<file path="src/rtl/uart_tx_fifo.sv">
// uart_tx_fifo: UART transmitter with write FIFO, runtime frame format and break generator.
//   clk, reset_n       : clock, asynchronous active-low reset
//   divisor            : clock cycles per bit (0 behaves as 1)
//   data_len           : data bits per frame, clamped to 5..MAX_DATA_BITS
//   parity_en/even     : parity enable / even(1) or odd(0)
//   stop2              : two stop bits when set
//   tx_break           : hold line low once the current frame ends
//   wr_valid/ready/data: FIFO write handshake, data sent LSB first
//   fifo_count         : FIFO occupancy
//   busy, done         : frame/break in progress, end-of-frame pulse
//   UART_TX            : serial line, idles high
module uart_tx_fifo #(
    parameter int DIV_WIDTH     = 16,
    parameter int MAX_DATA_BITS = 9,
    parameter int FIFO_DEPTH    = 4
) (
    input  logic                         clk,
    input  logic                         reset_n,
    input  logic [DIV_WIDTH-1:0]         divisor,
    input  logic [3:0]                   data_len,
    input  logic                         parity_en,
    input  logic                         parity_even,
    input  logic                         stop2,
    input  logic                         tx_break,
    input  logic                         wr_valid,
    output logic                         wr_ready,
    input  logic [MAX_DATA_BITS-1:0]     wr_data,
    output logic [$clog2(FIFO_DEPTH):0]  fifo_count,
    output logic                         busy,
    output logic                         done,
    output logic                         UART_TX
);
    localparam int AW = $clog2(FIFO_DEPTH);
    localparam int CW = AW + 1;
    localparam int IW = $clog2(MAX_DATA_BITS + 1);

    localparam logic [2:0] IDLE   = 3'd0;
    localparam logic [2:0] START  = 3'd1;
    localparam logic [2:0] DATA   = 3'd2;
    localparam logic [2:0] PARITY = 3'd3;
    localparam logic [2:0] STOP   = 3'd4;
    localparam logic [2:0] BREAK  = 3'd5;

    logic [MAX_DATA_BITS-1:0] mem_q [FIFO_DEPTH];
    logic [AW-1:0]            wp_q, wp_d, rp_q, rp_d;
    logic [CW-1:0]            count_q, count_d;
    logic [2:0]               state_q, state_d;
    logic [DIV_WIDTH-1:0]     bc_q, bc_d, div_q, div_d, div_c;
    logic [IW-1:0]            idx_q, idx_d, len_q, len_d, len_c;
    logic [MAX_DATA_BITS-1:0] sh_q, sh_d, rd_word;
    logic                     par_q, par_d, pen_q, pen_d, stop2_q, stop2_d;
    logic                     sidx_q, sidx_d, mab_q, mab_d, tx_q, tx_d, done_q, done_d;
    logic                     push, load, wrap, bound, empty, par_c;

    assign rd_word    = mem_q[rp_q];
    assign empty      = count_q == '0;
    assign wr_ready   = count_q != CW'(FIFO_DEPTH);
    assign push       = wr_valid && wr_ready;
    assign wrap       = bc_q == div_q - DIV_WIDTH'(1);
    assign div_c      = divisor == '0 ? DIV_WIDTH'(1) : divisor;
    assign len_c      = data_len < 4'd5 ? IW'(5) :
                        (int'(data_len) > MAX_DATA_BITS ? IW'(MAX_DATA_BITS) : IW'(data_len));
    assign fifo_count = count_q;
    assign busy       = state_q != IDLE;
    assign done       = done_q;
    assign UART_TX    = tx_q;

    always_comb begin
        par_c = 1'b0;
        for (int i = 0; i < MAX_DATA_BITS; i++)
            par_c = par_c ^ (rd_word[i] & (i < int'(len_c)));
    end

    always_comb begin
        state_d = state_q;
        sh_d    = sh_q;
        idx_d   = idx_q;
        len_d   = len_q;
        div_d   = div_q;
        par_d   = par_q;
        pen_d   = pen_q;
        stop2_d = stop2_q;
        sidx_d  = sidx_q;
        mab_d   = mab_q;
        tx_d    = tx_q;
        done_d  = 1'b0;
        bound   = 1'b0;
        load    = 1'b0;
        case (state_q)
            IDLE: begin
                div_d = div_c;
                bound = 1'b1;
            end
            START: if (wrap) begin
                tx_d    = sh_q[0];
                sh_d    = sh_q >> 1;
                idx_d   = IW'(1);
                state_d = DATA;
            end
            DATA: if (wrap) begin
                if (idx_q == len_q) begin
                    tx_d    = pen_q ? par_q : 1'b1;
                    state_d = pen_q ? PARITY : STOP;
                end else begin
                    tx_d  = sh_q[0];
                    sh_d  = sh_q >> 1;
                    idx_d = idx_q + IW'(1);
                end
            end
            PARITY: if (wrap) begin
                tx_d    = 1'b1;
                state_d = STOP;
            end
            STOP: if (wrap) begin
                sidx_d = 1'b1;
                done_d = !(stop2_q && !sidx_q);
                bound  = !(stop2_q && !sidx_q);
            end
            BREAK: begin
                // Mark-after-break starts once tx_break drops, then lasts one bit period.
                mab_d = mab_q || !tx_break;
                tx_d  = mab_q || !tx_break;
                bound = mab_q && wrap;
            end
            default: state_d = IDLE;
        endcase
        // Frame boundary: break wins over queued data, else chain the next frame.
        if (bound) begin
            if (tx_break) begin
                state_d = BREAK;
                tx_d    = 1'b0;
                mab_d   = 1'b0;
            end else if (!empty) begin
                load = 1'b1;
            end else begin
                state_d = IDLE;
                tx_d    = 1'b1;
            end
        end
        if (load) begin
            state_d = START;
            tx_d    = 1'b0;
            sh_d    = rd_word;
            div_d   = div_c;
            len_d   = len_c;
            pen_d   = parity_en;
            par_d   = parity_even ? par_c : ~par_c;
            stop2_d = stop2;
            sidx_d  = 1'b0;
        end
    end

    assign bc_d    = (load || state_q == IDLE || (state_q == BREAK && !mab_q) || wrap) ? '0 : bc_q + DIV_WIDTH'(1);
    assign wp_d    = push ? wp_q + AW'(1) : wp_q;
    assign rp_d    = load ? rp_q + AW'(1) : rp_q;
    assign count_d = count_q + CW'(push) - CW'(load);

    always_ff @(posedge clk) begin
        if (push)
            mem_q[wp_q] <= wr_data;
    end

    always_ff @(posedge clk or negedge reset_n) begin
        if (!reset_n) begin
            wp_q    <= '0;
            rp_q    <= '0;
            count_q <= '0;
            state_q <= IDLE;
            bc_q    <= '0;
            div_q   <= DIV_WIDTH'(1);
            idx_q   <= '0;
            len_q   <= IW'(5);
            sh_q    <= '0;
            par_q   <= 1'b0;
            pen_q   <= 1'b0;
            stop2_q <= 1'b0;
            sidx_q  <= 1'b0;
            mab_q   <= 1'b0;
            tx_q    <= 1'b1;
            done_q  <= 1'b0;
        end else begin
            wp_q    <= wp_d;
            rp_q    <= rp_d;
            count_q <= count_d;
            state_q <= state_d;
            bc_q    <= bc_d;
            div_q   <= div_d;
            idx_q   <= idx_d;
            len_q   <= len_d;
            sh_q    <= sh_d;
            par_q   <= par_d;
            pen_q   <= pen_d;
            stop2_q <= stop2_d;
            sidx_q  <= sidx_d;
            mab_q   <= mab_d;
            tx_q    <= tx_d;
            done_q  <= done_d;
        end
    end
endmodule

</file>
<file path="config.mk">
export PLATFORM = sky130hd
export DESIGN_NAME = uart_tx_fifo
export DESIGN_NICKNAME = d
export VERILOG_FILES = /design/src/rtl/uart_tx_fifo.sv
export SDC_FILE = /design/constraint.sdc
export NUM_CORES = 1
export LEC_CHECK = 0
export CORE_ASPECT_RATIO = 0.5
export CORE_MARGIN = 1.5
export CORE_UTILIZATION = 40
export DETAILED_ROUTE_END_ITERATION = 16
export HOLD_SLACK_MARGIN = 0.08
export PLACE_DENSITY = 0.68
export SYNTH_ARGS = -nofsm -noshare
export SYNTH_HDL_FRONTEND = slang
export SYNTH_SLANG_ARGS = --single-unit
</file>
<file path="constraint.sdc">
create_clock -name clk -period 3.61 [get_ports clk]
set_input_delay 0.722 -clock clk [delete_from_list [all_inputs] [get_ports clk]]
set_output_delay 0.722 -clock clk [all_outputs]
set_load 0.01 [all_outputs]
</file>
==> flow_summary.yaml <==
worst_setup_path:
  r2r_end: "fifo_count[2]$_DFF_PN0_"
  ff2ff_path_depth: 15
  worstReg2RegStart: "div_q[0]$_DFFE_PN1P_"
  arrival_ns: 3.66
  critical_path_class: "flop to flop"
  start_kind: "flop"
  critical_path_required_ns: 3.84
  endpoint_kind: "flop"
  r2r_setup_slack_ns: 0.17
  crit_fanout: 5
floorplanning:
  initial_utilization_pct: 41.2
  core_um2: 12700
  die_area_um2: 13800
  fp-row-count: 29
  die_w_um: 165
  die_y_um: 84.0
  ioPinCount: 43
synthesis:
  syn_inst: 447
  yosys-top-cells-area: "dfrtp_1 30%, edfxtp_1 21%, xnor2_1 5.7%, mux4_2 3.9%, nor2_1 3.0%"
  mappedNetlistNets: 493
  synthDistinctLibCells: 60
  seq_area_frac_synth_pct: 52.2
  async_reset_ff_share_pct: 64.7
  synth_top_area_share_pct: 29.6
  synth_seq_cells: 102
  yosysTopAreaCell: "dfrtp_1"
  syn_area_um2: 5240
  syn-mean-instance-area_um2: 11.7
  synth_edf_count: 36
  yosys_most_used_dff: "dfrtp_1"
  synth-warning-count: 0
detailed_routing:
  drc: 0
  wire_per_inst_um: 15.1
  num_vias: 3428
  antenna_left: 0
  viasPerCell: 5.13
  wirelength_um: 10100
  drtIter0Drc: 171
  firstDrtPassIters: 4
power_and_ir_drop:
  power_leakage_nw: 2.39
  peakVddDrop_uv: 275
  powerDensity_nw_per_um2: 514
  power_mw: 3.16
global_routing:
  grt_pass1_wl_um: 16900
  grt_pass1_vias: 3391
  antenna_found_initial: 0
  grt_usage_pct: 15.8
  grt_overflow: 0
  grt_max_degree: 36
min_path:
  hp-class: "input pin to async pin"
timing:
  skew_ns: 0.0120
  tightestPinTransition_ns: 0.769
  max_clock_freq_mhz: 291
  slew_headroom_pct: 48.3
  layout_min_cycle_time_ns: 3.44
  setup_violations: 0
  hold_viol: 0
  fin_crit_sh_pct: 95.2
  finalMaxSlewViolations: 0
clocking:
  cts_buffer_depth: 2
  clk_latency_ns: 0.35
  holdBufCountCts: 0
  numClockSinks: 102
  cts_tree: "yes"
  cts.clk_slew.worst_paths_ns: 0.08
  cts_root_buf: "clkbuf_16"
  htreeDepth: 3
  cts_buffers: 9
layout:
  final_core_util_pct: 48.3
  fin_nets: 539
  drive_gt1_share_pct: 14.5
  layout_commonest_cell: "dfrtp_1"
  antennaDiodeCount: 0
  syn2layout_area_growth_pct: 17.3
  mostFrequentLayoutCells: "62 x dfrtp_1, 42 x nor2_1, 41 x clkdlybuf4s50_1"
place:
  port_buffers: 42
  globalplace.congestion: 0.845
  dpl.hpwl_um: 7300
job:
  max_cap_viol_count: 0
run_status:
  outcome: "complete, no violations"
-- layout make-up --
cell class,count,area [um2]
clock buffer,9,225
timing repair buffer,49,468
tap,170,213
inverter,22,82.6
multi-input combinational,309,2350
fill,1161,6590
clock inverter,7,67.6
sequential,102,2740
-- layer usage --
metal / track usage [%] / part of all wire, % / wire length (um)
met1: 21.6 / 49 / 4930
met2: 25.1 / 47 / 4720
met3: 4.72 / 4.0 / 402
met4: 2.95 / 0.67 / 68
met5: 0 / 0 / 0
-- worst max-delay path by stage --
stage	endpoint	slack, ns	cells past startpoint	startpoint
final	fifo_count[2]$_DFF_PN0_	0.17	15	div_q[0]$_DFFE_PN1P_
after global routing	fifo_count[2]$_DFF_PN0_	-0.009	15	div_q[0]$_DFFE_PN1P_
after CTS	fifo_count[2]$_DFF_PN0_	0.17	15	div_q[0]$_DFFE_PN1P_
after detailed placement	fifo_count[2]$_DFF_PN0_	0.18	15	div_q[0]$_DFFE_PN1P_
after global placement	fifo_count[2]$_DFF_PN0_	0.29	15	div_q[0]$_DFFE_PN1P_
after floorplan	fifo_count[2]$_DFF_PN0_	0.10	17	div_q[0]$_DFFE_PN1P_
-- cell usage after synthesis, types with 2 or more instances --
cell type / count
dfrtp_1: 62
nor2_1: 42
edfxtp_1: 36
xnor2_1: 34
nand2_1: 29
inv_1: 22
nand3_1: 19
o21ai_0: 19
xor2_1: 18
a21oi_1: 17
mux2i_1: 15
mux2_2: 12
and3_1: 10
ha_1: 9
mux2_4: 9
mux4_2: 9
nor4_1: 9
nand4_1: 7
clkbuf_1: 5
nor3_1: 5
buf_4: 4
dfstp_2: 4
nor2b_1: 4
a31oi_1: 3
and2_1: 3
nand3b_1: 3
buf_2: 2
o211ai_1: 2
o21bai_1: 2
o31ai_1: 2
-- kinds of logic after synthesis --
logic type / after synthesis / share of synthesized area, %
xor+xnor: 52 / 8.69
buf+inv: 36 / 3.36
simple gates: 144 / 14.5
compound gates: 58 / 6.85
mux: 45 / 11.9
fa+ha+maj: 10 / 2.53
flops: 102 / 52.2
-- per-stage QoR --
step,cells,setup TNS (ns),setup WS [ns],hold slack [ns],instance area [um2]
after CTS,666,0,0.173,0.464,6110
final,668,0,0.174,0.444,6150
after detailed placement,650,0,0.176,0.466,5820
after global routing,668,-0.00949,-0.00949,0.493,6150
after floorplan,447,0,0.102,0.426,5240
after global placement,650,0,0.286,0.465,5820
-- critical path, stage by stage, from the launching register on --
cell and delay, ns:
dfstp_2 0.56, inv_1 0.06, ha_1 0.22, nor3b_2 0.19, xnor2_1 0.15, nor4b_2 0.37
nand4_1 0.19, nand4b_4 0.25, a21oi_4 0.18, ha_1 0.24, inv_1 0.05, ha_1 0.13
inv_1 0.05, fa_1 0.40, xnor2_2 0.15, xnor2_1 0.13
-- registers in the layout, indices dropped and copies added, names as in the netlist, 2 cells and up --
signal,count
rp_q,2
sh_q,9
div_q,16
mem_q,36
state_q,3
bc_q,16
idx_q,4
len_q,4
fifo_count,3
wp_q,2
-- repair_timing --
action | CTS | global route
setup endpoints to repair | 0 | 1
setup buffers | 0 | 2
resized for setup | 0 | 3
-- where the power goes --
| group | total [mW] | internal (mW) | switching [mW] |
|---|---|---|---|
| combinational | 0.656 | 0.333 | 0.323 |
| clock | 0.965 | 0.491 | 0.473 |
| sequential | 1.54 | 1.38 | 0.159 |
| total | 3.16 | 2.21 | 0.955 |
(Power assumes the default switching activity.)
==> patch (config.mk and constraints unchanged) <==
Reset style: synchronous (`reset_n`), changed in one clocked block. Comments in the files are not updated.
--- a/src/rtl/uart_tx_fifo.sv
+++ b/src/rtl/uart_tx_fifo.sv
@@ -160,7 +160,7 @@
             mem_q[wp_q] <= wr_data;
     end
 
-    always_ff @(posedge clk or negedge reset_n) begin
+    always_ff @(posedge clk) begin
         if (!reset_n) begin
             wp_q    <= '0;
             rp_q    <= '0;
Function: differs if reset_n is asserted again (counterexample within 4 cycles, from zero or initial values and one cycle with reset_n low); with reset_n held inactive, the same outputs for 10 cycles.
==> patch against the original RTL <==
Critical endpoint is now fifo_count[2]. Final area grew 3.2%. First-iteration DRC count grew 77%. Global-route usage grew 2.6 points. Core utilization grew 1.4 points. Synthesized area grew 0.79%. Via count grew 18%. Wire length grew 19%. Synthesized cell count grew 18%. Sequential cell count grew 2. Worst setup slack lost 0.022 ns.
Power is not compared: it rests on default switching activity, and its combinational part moved more than twofold at a synthesized area within 25%.
==> patch: results (changes against the original RTL) <==
** Worst setup path
- Arrival time reported for the critical path endpoint :: 3.69 ns (was 3.66 ns)
- R2R Path End :: fifo_count[2] (unchanged)
- The worst-case register-to-register setup slack was 0.15 ns (was 0.17 ns).

** Place
- The estimated wirelength of the detail-placed design was 8555 um (was 7305 um).
- The worst-case setup slack after placement was 0.01792 ns (was 0.1756 ns).
- The instance count after placement with tap cells included was 734 (was 650).
- The final estimated routing congestion in global placement is 0.9419 (was 0.8453).

** GRT
- Number of global-route vias before repair :: 3993 (was 3391)
- The first-pass GRT wire length is 19970 um (was 16870 um).
- Pin count of the biggest net entering global routing :: 41 (was 36)
- GRT met1 Usage :: 0.2477 (was 0.2164)
- Overall Global Routing Usage :: 0.1844 (was 0.1583)

** Synthesis
- The share of flip-flops with an asynchronous set or reset was 0 (was 0.6471).
- The number of different library cells in the post-synthesis netlist was 63 (was 60).
- Mean area per synthesized cell :: 9.991 um2 (was 11.73 um2)
- Leading register cell type out of synthesis :: sky130_fd_sc_hd__dfxtp_1 (was sky130_fd_sc_hd__dfrtp_1)
- Top area cells in the synthesized netlist: sky130_fd_sc_hd__dfxtp_1 26%, sky130_fd_sc_hd__edfxtp_1 20%, sky130_fd_sc_hd__mux2i_1 4.7% (was sky130_fd_sc_hd__dfrtp_1 30%, sky130_fd_sc_hd__edfxtp_1 21%, sky130_fd_sc_hd__xnor2_1 5.7%).
- Cell types with the highest counts after synthesis: 68 x sky130_fd_sc_hd__dfxtp_1, 60 x sky130_fd_sc_hd__nor2_1, 36 x sky130_fd_sc_hd__edfxtp_1 (was 62 x sky130_fd_sc_hd__dfrtp_1, 42 x sky130_fd_sc_hd__nor2_1, 36 x sky130_fd_sc_hd__edfxtp_1).

** Detailed routing
- Number of search-and-repair iterations in the first detailed-routing pass :: 5 (was 4)
- Via count :: 4054 (was 3428)
- Average wire length per cell after detail routing :: 15.95 um (was 15.15 um)
- Detailed route wirelength on metal2 :: 5728 um (was 4719 um)
- The wire length on met1 was 5552 um (was 4927 um).

** STA
- The worst clock skew on the final layout is 0.009264 ns (was 0.01197 ns).
- The transition at the pin with the smallest max-transition slack was 0.6846 ns (was 0.7687 ns).

** Layout
- The fraction of layout cells with a size suffix above 1 is 0.1355 (was 0.1446).

** Hold path
- Kind of path behind the tightest hold check :: reg2reg (was in2async)

** Status
- Outcome :: finished, final reports clean (unchanged)
[patch: changes by cell type after synthesis, sizes merged, moves of 10 or more]
cell,before,now
dfrtp,62,0
xnor2,34,24
clkbuf,5,17
nor3,5,16
nor2,42,62
mux2i,15,25
dfxtp,0,68
mux2,21,0
[patch: repair_timing]
item                       CTS  global route
setup endpoints to repair    1             1
buffers inserted             1             2
resized for setup            0             8
pin swaps                    1             3
cloned                       0             0
hold buffers                 0             0
[patch: how the worst max path moves through the flow]
stage | slack [ns] | cells past startpoint | startpoint | to
after floorplan | -0.1 | 21 | div_q[0] | fifo_count[2]
after global placement | 0.14 | 17 | div_q[1] | fifo_count[2]
after global routing | -0.004 | 17 | div_q[0] | fifo_count[2]
after CTS | 0.003 | 17 | div_q[1] | fifo_count[2]
final | 0.15 | 15 | div_q[4] | fifo_count[2]
after detailed placement | 0.02 | 17 | div_q[1] | fifo_count[2]
[patch: report_power, final]
| part | switching (mW) | leakage [nW] | internal, mW |
|---|---|---|---|
| clock network | 0.479 | 0.147 | 0.489 |
| logic | 0.819 | 1.21 | 0.760 |
| registers | 0.232 | 0.885 | 1.41 |
| total | 1.53 | 2.25 | 2.66 |
[patch: logic make-up (layout without fill, tap and decap cells)]
logic type,after synthesis,count (layout),share of synthesized area
muxes,34,34,0.08570
buffers and inverters,48,102,0.03930
xor gates and xnor gates,49,49,0.08120
DFF,104,104,0.4621
and+or+nand+nor,194,194,0.1972
adders and majority gates,10,10,0.02510
AOI/OAI and AO/OA,90,90,0.1094
[patch: area by class of cell]
class / count / area (um2)
tap: 170 / 212.7
clock inverter: 7 / 70.07
inverter: 18 / 75.07
sequential: 104 / 2446
timing repair buffer: 68 / 615.6
fill: 1207 / 6425
clock buffer: 9 / 225.2
multi-input combinational: 377 / 2703
